`src/rtl/multi_cycle_cpu.sv`:
```
// multi_cycle_cpu: MIPS-subset core with a FETCH/DECODE/EXEC/MEM/WB FSM over req/ready memories.
module multi_cycle_cpu #(
  parameter int          ADDR_W   = 12,
  parameter logic [31:0] RESET_PC = 32'h0000_0000
) (
  input  logic              clk,
  input  logic              rst_n,
  output logic              inst_req_o,
  output logic [ADDR_W-1:0] inst_addr_o,
  input  logic              inst_ready_i,
  input  logic [31:0]       inst_rdata_i,
  output logic              data_req_o,
  output logic [3:0]        data_wen_o,
  output logic [ADDR_W-1:0] data_addr_o,
  output logic [31:0]       data_wdata_o,
  input  logic              data_ready_i,
  input  logic [31:0]       data_rdata_i,
  output logic [31:0]       pc_o,
  output logic [2:0]        state_o,
  output logic              rf_we_o,
  output logic [4:0]        rf_waddr_o,
  output logic [31:0]       rf_wdata_o,
  output logic              retire_o,
  output logic              trap_o
);
  typedef enum logic [2:0] {FETCH = 3'd0, DECODE = 3'd1, EXEC = 3'd2, MEM = 3'd3, WB = 3'd4, TRAP = 3'd7} state_t;
  state_t      state_q, state_d;
  logic [31:0] pc_q, pc_d, ir_q, ir_d, a_q, a_d, b_q, b_d, imm_q, imm_d, alu_q, alu_d, mdr_q, mdr_d;
  logic [31:0] rf_q [32];
  logic [31:0] alu_r, opb, pc4;
  logic [5:0]  op, fn;
  logic [4:0]  rs, rt, rd, sh;
  logic        is_r, legal, is_lw, is_sw, is_br, is_j, is_jal, zext, wr_slot;
  assign op     = ir_q[31:26];
  assign fn     = ir_q[5:0];
  assign rs     = ir_q[25:21];
  assign rt     = ir_q[20:16];
  assign rd     = ir_q[15:11];
  assign sh     = ir_q[10:6];
  assign is_r   = op == 6'h00;
  assign is_lw  = op == 6'h23;
  assign is_sw  = op == 6'h2b;
  assign is_br  = op == 6'h04 || op == 6'h05;
  assign is_j   = op == 6'h02;
  assign is_jal = op == 6'h03;
  assign zext   = op inside {6'h0c, 6'h0d, 6'h0e};
  assign legal  = is_r ? fn inside {6'h00, 6'h02, 6'h03, 6'h21, 6'h23, 6'h24, 6'h25, 6'h26, 6'h27, 6'h2a, 6'h2b}
                       : op inside {6'h02, 6'h03, 6'h04, 6'h05, 6'h09, 6'h0a, 6'h0c, 6'h0d, 6'h0e, 6'h0f, 6'h23, 6'h2b};
  assign pc4    = pc_q + 32'd4;
  assign opb    = is_r ? b_q : imm_q;
  always_comb begin
    alu_r = '0;
    if (is_r)
      case (fn)
        6'h00:   alu_r = b_q << sh;
        6'h02:   alu_r = b_q >> sh;
        6'h03:   alu_r = $signed(b_q) >>> sh;
        6'h23:   alu_r = a_q - b_q;
        6'h24:   alu_r = a_q & b_q;
        6'h25:   alu_r = a_q | b_q;
        6'h26:   alu_r = a_q ^ b_q;
        6'h27:   alu_r = ~(a_q | b_q);
        6'h2a:   alu_r = {31'd0, $signed(a_q) < $signed(b_q)};
        6'h2b:   alu_r = {31'd0, a_q < b_q};
        default: alu_r = a_q + b_q;
      endcase
    else
      case (op)
        6'h0a:   alu_r = {31'd0, $signed(a_q) < $signed(opb)};
        6'h0c:   alu_r = a_q & opb;
        6'h0d:   alu_r = a_q | opb;
        6'h0e:   alu_r = a_q ^ opb;
        6'h0f:   alu_r = {ir_q[15:0], 16'd0};
        default: alu_r = a_q + opb;
      endcase
  end
  always_comb begin
    state_d    = state_q;
    pc_d       = pc_q;
    ir_d       = ir_q;
    a_d        = a_q;
    b_d        = b_q;
    imm_d      = imm_q;
    alu_d      = alu_q;
    mdr_d      = mdr_q;
    inst_req_o = 1'b0;
    data_req_o = 1'b0;
    retire_o   = 1'b0;
    case (state_q)
      FETCH: begin
        inst_req_o = 1'b1;
        ir_d       = inst_ready_i ? inst_rdata_i : ir_q;
        state_d    = inst_ready_i ? DECODE : FETCH;
      end
      DECODE: begin
        a_d     = rf_q[rs];
        b_d     = rf_q[rt];
        imm_d   = zext ? {16'd0, ir_q[15:0]} : {{16{ir_q[15]}}, ir_q[15:0]};
        state_d = legal ? EXEC : TRAP;
      end
      EXEC: begin
        alu_d = alu_r;
        if (is_lw || is_sw) state_d = alu_r[1:0] != 2'b00 ? TRAP : MEM;
        else if (is_br || is_j || is_jal) begin
          pc_d     = is_br ? (((a_q == b_q) ^ (op == 6'h05)) ? pc4 + (imm_q << 2) : pc4)
                           : {pc4[31:28], ir_q[25:0], 2'b00};
          retire_o = 1'b1;
          state_d  = FETCH;
        end
        else state_d = WB;
      end
      MEM: begin
        data_req_o = 1'b1;
        if (data_ready_i) begin
          mdr_d    = data_rdata_i;
          pc_d     = is_sw ? pc4 : pc_q;
          retire_o = is_sw;
          state_d  = is_sw ? FETCH : WB;
        end
      end
      WB: begin
        pc_d     = pc4;
        retire_o = 1'b1;
        state_d  = FETCH;
      end
      default: state_d = TRAP;
    endcase
  end
  always_ff @(posedge clk or negedge rst_n) begin
    if (!rst_n) begin
      state_q <= FETCH;
      pc_q    <= RESET_PC;
      ir_q    <= '0;
      a_q     <= '0;
      b_q     <= '0;
      imm_q   <= '0;
      alu_q   <= '0;
      mdr_q   <= '0;
    end else begin
      state_q <= state_d;
      pc_q    <= pc_d;
      ir_q    <= ir_d;
      a_q     <= a_d;
      b_q     <= b_d;
      imm_q   <= imm_d;
      alu_q   <= alu_d;
      mdr_q   <= mdr_d;
    end
  end
  // $0 is never written, so reading rf_q[0] always yields zero
  assign wr_slot    = state_q == WB || (state_q == EXEC && is_jal);
  assign rf_waddr_o = is_jal ? 5'd31 : is_r ? rd : rt;
  assign rf_we_o    = wr_slot && rf_waddr_o != 5'd0;
  assign rf_wdata_o = is_jal ? pc4 : is_lw ? mdr_q : alu_q;
  always_ff @(posedge clk or negedge rst_n) begin
    if (!rst_n) for (int i = 0; i < 32; i++) rf_q[i] <= '0;
    else if (rf_we_o) rf_q[rf_waddr_o] <= rf_wdata_o;
  end
  assign inst_addr_o  = pc_q[ADDR_W-1:0];
  assign data_addr_o  = alu_q[ADDR_W-1:0];
  assign data_wen_o   = data_req_o ? {4{is_sw}} : 4'b0000;
  assign data_wdata_o = b_q;
  assign pc_o         = pc_q;
  assign state_o      = state_q;
  assign trap_o       = state_q == TRAP;
endmodule

```
`config.mk`:
```
export PLATFORM = sky130hd
export DESIGN_NAME = multi_cycle_cpu
export DESIGN_NICKNAME = d
export VERILOG_FILES = /design/src/rtl/multi_cycle_cpu.sv
export SDC_FILE = /design/constraint.sdc
export NUM_CORES = 2
export LEC_CHECK = 0
export ABC_CLOCK_PERIOD_IN_PS = 10900
export CELL_PAD_IN_SITES_DETAIL_PLACEMENT = 2
export CELL_PAD_IN_SITES_GLOBAL_PLACEMENT = 2
export CORE_ASPECT_RATIO = 1.2
export CORE_UTILIZATION = 45
export DETAILED_ROUTE_END_ITERATION = 7
export MAX_ROUTING_LAYER = met4
export PLACE_DENSITY_LB_ADDON = 0.1
export SLEW_MARGIN = 15
export SYNTH_ARGS = -nofsm -noshare
export SYNTH_HDL_FRONTEND = slang
export SYNTH_SLANG_ARGS = --single-unit
```
`constraint.sdc`:
```
create_clock -name clk -period 10.9 [get_ports clk]
set_input_delay 2.18 -clock clk [delete_from_list [all_inputs] [get_ports clk]]
set_output_delay 2.18 -clock clk [all_outputs]
set_load 0.02 [all_outputs]
```
# ---- After elaboration in Yosys (flattened, before gate mapping)
# Index checks and enable logic that the tools add are counted.
dict set report totals {
  memories 0
  in_bits 68
  latch_bits 0
  ff_bits 1251
  rom_bits 0
  ram_bits 0
}
dict set report classes {
  mul 0
  shifts 3
  eq_ne 32
  n_mux 41
  n_addsub 5
  n_lt_le_gt_ge 7
  div_mod_pow 0
  n_reduce_logical 20
  n_bitwise 11
}
# cell n
set op_table {}
lappend op_table {{1024-bit bitwise mux} 1}
lappend op_table {{32-bit two-way mux} 16}
lappend op_table {{32-bit binary-select mux with 5-bit select} 2}
lappend op_table {{32-bit one-hot mux with 10 select lines} 1}
lappend op_table {{32-bit demux with 5-bit select} 1}
lappend op_table {{32-bit one-hot mux with 5 select lines} 1}
lappend op_table {{32-bit adder} 3}
lappend op_table {{32-bit less-than comparator} 3}
lappend op_table {{32-bit one-hot mux with 3 select lines} 1}
lappend op_table {{32-bit bitwise AND} 2}
lappend op_table {{32-bit OR} 2}
lappend op_table {{32-bit bitwise XOR} 2}
lappend op_table {{6-bit == test (second input constant)} 10}
lappend op_table {{6-bit by 4-bit == test with 1-bit output (second input constant)} 6}
lappend op_table {{32-bit by 3-bit adder with 32-bit output (second input constant)} 1}
lappend op_table {{32-bit == test} 1}
lappend op_table {{32-bit NOT} 1}
lappend op_table {{32-bit by 5-bit left shift with 32-bit output} 1}
lappend op_table {{32-bit by 5-bit right shift with 32-bit output} 1}
lappend op_table {{32-bit by 5-bit >>> shifter with 32-bit output} 1}
lappend op_table {{32-bit subtractor} 1}
lappend op_table {{6-bit by 2-bit == test with 1-bit output (second input constant)} 4}
lappend op_table {{6-bit greater-or-equal comparator (second input constant)} 3}
lappend op_table {{3-bit two-way mux} 6}
lappend op_table {{other kinds (24)} 48}

# ---- Logic depth before layout (Yosys ltp)
dict set report logic_depth {
  depth_word 9
  mapped_depth 22
}

# ---- Worst setup path after synthesis
# OpenSTA, ideal clock, no wires.
dict set report synth_timing {
  path_type {input to output}
  startpoint {in data_ready_i}
  endpoint {out retire_o}
  path_stages 5
  t_arrival_ps 3066
  n_path_buf 1
  slack_ps 5654
  path_cell_list {nand2_1 o22ai_1 a21boi_0 clkinv_1 clkbuf_1}
}
dict set report synth_between {
  elab_chain_cells 2
}
# item line_no
set synth_lines {}
lappend synth_lines {{start, declared} 16} ;# input logic data_ready_i,
lappend synth_lines {{1-bit two-way mux} 114} ;# if (data_ready_i) begin
lappend synth_lines {{1-bit one-hot mux with 3 select lines} 89} ;# case (state_q)
lappend synth_lines {{end, declared} 23} ;# output logic retire_o,
# Every way passes these cells.

# ---- Final worst setup path
dict set report layout_timing {
  startpoint {reg ir_q[29]}
  endpoint {out rf_we_o}
}
dict set report layout_between {
  elab_chain_cells 5
  elab_cells_between_ends 8
  classes_between {1 x eq/ne; 2 x mux; 5 x reduce/logical}
}
# item line_no
set layout_lines {}
lappend layout_lines {{start, declared} 28} ;# logic [31:0] pc_q, pc_d, ir_q, ir_d, a_q, a_d, b_q, b_d, imm_q, imm_d, alu_q, alu_d, mdr_q, mdr_d;
lappend layout_lines {{start signal, assigned} 142} ;# ir_q <= ir_d;
lappend layout_lines {{6-bit logical NOT} 40} ;# assign is_r = op == 6'h00;
lappend layout_lines {{5-bit two-way mux (2 in a row)} 152} ;# assign rf_waddr_o = is_jal ? 5'd31 : is_r ? rd : rt;
lappend layout_lines {{5-bit nonzero test} 153} ;# assign rf_we_o = wr_slot && rf_waddr_o != 5'd0;
lappend layout_lines {{1-bit logical AND (*)} 153}
lappend layout_lines {{end, declared} 20} ;# output logic rf_we_o,
# Mark *: on every way between the ends. The rest lies on a longest branch, timed or not.

==> impl_metrics.toml <==
[clocking]
cts_tree = "done"
clock_tree.buffer_depth = 3
cts_buffers = 140
cts_root_buffer = "clkbuf_16"
clock-sinks = 1234
clk_pin_slew_worst_paths_ns = 0.06
cts_resized = 0
clk_latency_ns = 0.82
ctsHoldBuffers = 0
post_cts_buffers = 0
htreeDepth = 4

[global_routing]
grt_max_degree = 161
grt_pass1_vias = 72155
grt_pass1_wl_mm = 525.4
antenna_found_initial = 13
grt_usage = 0.4406
grt_overflow = 0

[worst_hold_path]
worstHoldStart = "rf_q[1014]$_DFFE_PN0P_"
holdPathStages = 0
worst_hold_path.endpoint = "rf_q[1014]$_DFFE_PN0P_"
min_path_type = "reg -> reg"

[synth]
synthFlopType = "dfrtp_1"
synth_edf_count = 0
async_flop_share = 1.000
ys_seq_area_frac = 0.4060
avgSynthCellArea_um2 = 10.31
yosys.cell_types.count = 98
ys_ff_latch = 1234
syn_inst = 7376
ys_warn_count = 0
syn-cell-area_um2 = 76070

[routing]
drc_errors = 0
routedWlPerCell_um = 37.79
drtAntennaViolNets = 0
vias = 65819
drtPass1Iterations = 7
drt_iter0_drc = 6067
viasPerCell = 6.893
wirelength_mm = 360.9

[critical_path]
r2r_slack_ns = 5.07
critical_path.cell_chain = "or3_4 > nor2_2 > nand2_2 > buf_4 > nand2_1 > nand3_1 > nor3_2 > a21boi_1 > clkdlybuf4s50_1"
worstPathArrival_ns = 5.34
r2r_cells = 18
critPathLaunch = "ir_q[29]$_DFFE_PN0P_"
worstPathRequired_ns = 8.72
path_buf_inv = 2
worstSetupStartpointType = "register"
critical_path.max_fanout = 60
cp-end-kind = "output port"
critical_path_class = "reg -> out"
path_delay_family = "simple AND/OR/NAND/NOR gates"
r2r-start = "ir_q[29]$_DFFE_PN0P_"
critPathMaxStageDelay_ns = 0.88
r2r-end = "alu_q[30]$_DFFE_PN0P_"
cp_slowest_cell = "nor3_2"

[cells_and_area]
fill_cells = 16726
multiInputGateArea_um2 = 41850
regArea_um2 = 30930
fin_cells = 9549
post-route-cell-area_um2 = 84590
drive_gt1_frac = 0.1851
syn_to_final_growth_pct = 11.20
nets = 7479

[placed_design]
port-buffer-count = 200
place_area_um2 = 79940
dp_hpwl_mm = 231.8
place_ws_ns = 4.338
placedCellCount = 9283
place.gp.congestion = 0.9943

[floorplan]
io_pins = 205
row_count = 164
die_y_um = 452.4
start_util = 0.4548
die_x_um = 377.3
coreArea_um2 = 167200
die-area_um2 = 170700

[power]
swShare = 0.4982
ir_worst_vdd_mv = 0.2344
seq_power_share = 0.268
pwr-share-clk = 0.176
internal-power_w = 0.01396
switching_power_w = 0.01386
leakage_nw = 35.69
pwr-share-comb = 0.556
power.density_nw_per_um2 = 329.0
totalPowerFinal_w = 0.02783

[sta]
period_needed_ns = 7.517
period_share = 0.6897
max_freq_mhz = 133.0
rsz0062_at_grt = "no"
maxSlewViolCount = 0
fin_ws_ns = 3.383
max_slew_margin = 0.06063
worst_pin_slew_ns = 1.409
fin_skew_ns = 0.02950
setup_viol_count_final = 0
hold_violations = 0
tns_ns = 0

[outcome]
status = "finished clean"

[job]
max_cap_violations = 0
[power groups by stage]
stage / Sequential (W) / Clock (W) / Combinational [W]
after floorplan: 0.00643 / 0 / 0.00979
after global placement: 0.00728 / 0 / 0.0146
after detailed placement: 0.00741 / 0 / 0.0150
after CTS: 0.00737 / 0.00493 / 0.0152
after global routing: 0.00752 / 0.00509 / 0.0162
final: 0.00745 / 0.00489 / 0.0155
[sequential cells by signal (all words and copies together), names as in the netlist]
name and cells:
alu_q 32, data_wdata_o 32, ir_q 32, mdr_q 32
a_q 32, state_o 3, pc_o 30, rf_q 1024
imm_q 17
[worst max-delay path by stage]
stage | to | slack [ns] | cells past startpoint
detailed placement | rf_we_o | 4.34 | 9
floorplan | retire_o | 5.65 | 5
global route | rf_we_o | 3.29 | 9
finish | rf_we_o | 3.38 | 9
CTS | rf_we_o | 3.38 | 9
global placement | rf_we_o | 4.25 | 8
[Yosys cell counts, types with 87 or more instances]
library cell | number | area, um2
buf_1 | 91 | 341.6
inv_1 | 207 | 777.0
dfrtp_1 | 1234 | 30880
mux2_2 | 89 | 1002
clkbuf_1 | 522 | 1959
buf_2 | 87 | 435.4
nor2_1 | 313 | 1175
o21ai_0 | 1058 | 5295
mux2i_1 | 141 | 1411
ha_1 | 222 | 2778
nand2_1 | 1296 | 4865
a21oi_1 | 296 | 1481
o21ai_1 | 233 | 1166
mux4_2 | 706 | 15900
[per-stage QoR]
stage	util	hold WS [ns]
5_1_grt	0.5058	0.4103
2_1_floorplan	-	0.4413
6_report	0.5058	0.3997
3_5_place_dp	0.4780	0.3833
4_1_cts	0.5055	0.3981
3_3_place_gp	0.4780	0.3764
[kinds of logic (layout without fill, tap and decap cells)]
group | Yosys count | in the layout | synth area share
AND/OR/NAND/NOR | 1919 | 1919 | 0.1050
flip-flops | 1234 | 1234 | 0.4060
buffers and inverters | 944 | 864 | 0.04966
AO/OA/AOI/OAI | 2024 | 2024 | 0.1503
multiplexers | 937 | 937 | 0.2409
adder cells (fa/ha/maj) | 226 | 226 | 0.03757
other | 1 | 13 | 0.00004930
XOR/XNOR | 91 | 91 | 0.01048
[final cells by class]
class                      count  share of cell area
timing repair buffer         397             0.04245
sequential                  1234              0.3657
clock inverter                48            0.005932
clock buffer                 208             0.04838
antenna                        9           0.0002663
inverter                     211            0.009378
tap                         2241             0.03315
multi-input combinational   5201              0.4947
[routing by layer]
metal	routed length [um]	global-route usage	up-vias	part of all wire
li1	-	-	26358	-
met5	0	-	-	0
met2	174000	0.6914	3088	0.48
met4	30560	0.3258	0	0.085
met1	131600	0.5047	35226	0.36
met3	24710	0.08257	1147	0.068
[cells in the final DEF, fill, tap and decap left out, drive strengths merged, types with 20 or more instances in the layout]
cell	Yosys	layout
a21oi	297	297
xnor2	65	65
a31oi	32	32
nand3	60	60
nor2	319	319
dfrtp	1234	1234
and3	20	20
o21ai	1292	1292
a211oi	40	40
o211ai	28	28
clkinv	3	33
mux4	706	706
clkdlybuf4s50	0	199
nand2b	25	25
nor2b	20	20
inv	208	217
o31ai	25	25
nand2	1307	1307
o221ai	20	20
xor2	26	26
nor3	65	65
mux2i	141	141
a21o	57	57
mux2	90	90
ha	222	222
buf	211	198
a22oi	23	23
clkbuf	522	208
o21bai	27	27
o22ai	32	32
[worst reg2reg max path: cells and delay by family (launching register included)]
family	cells	cell delay, ns
compound gates	9	2.33
fa+ha+maj	2	0.76
buf+inv	2	0.49
flops	1	0.50
simple gates	5	1.67
No activity file was read; power rests on OpenSTA's default activity.
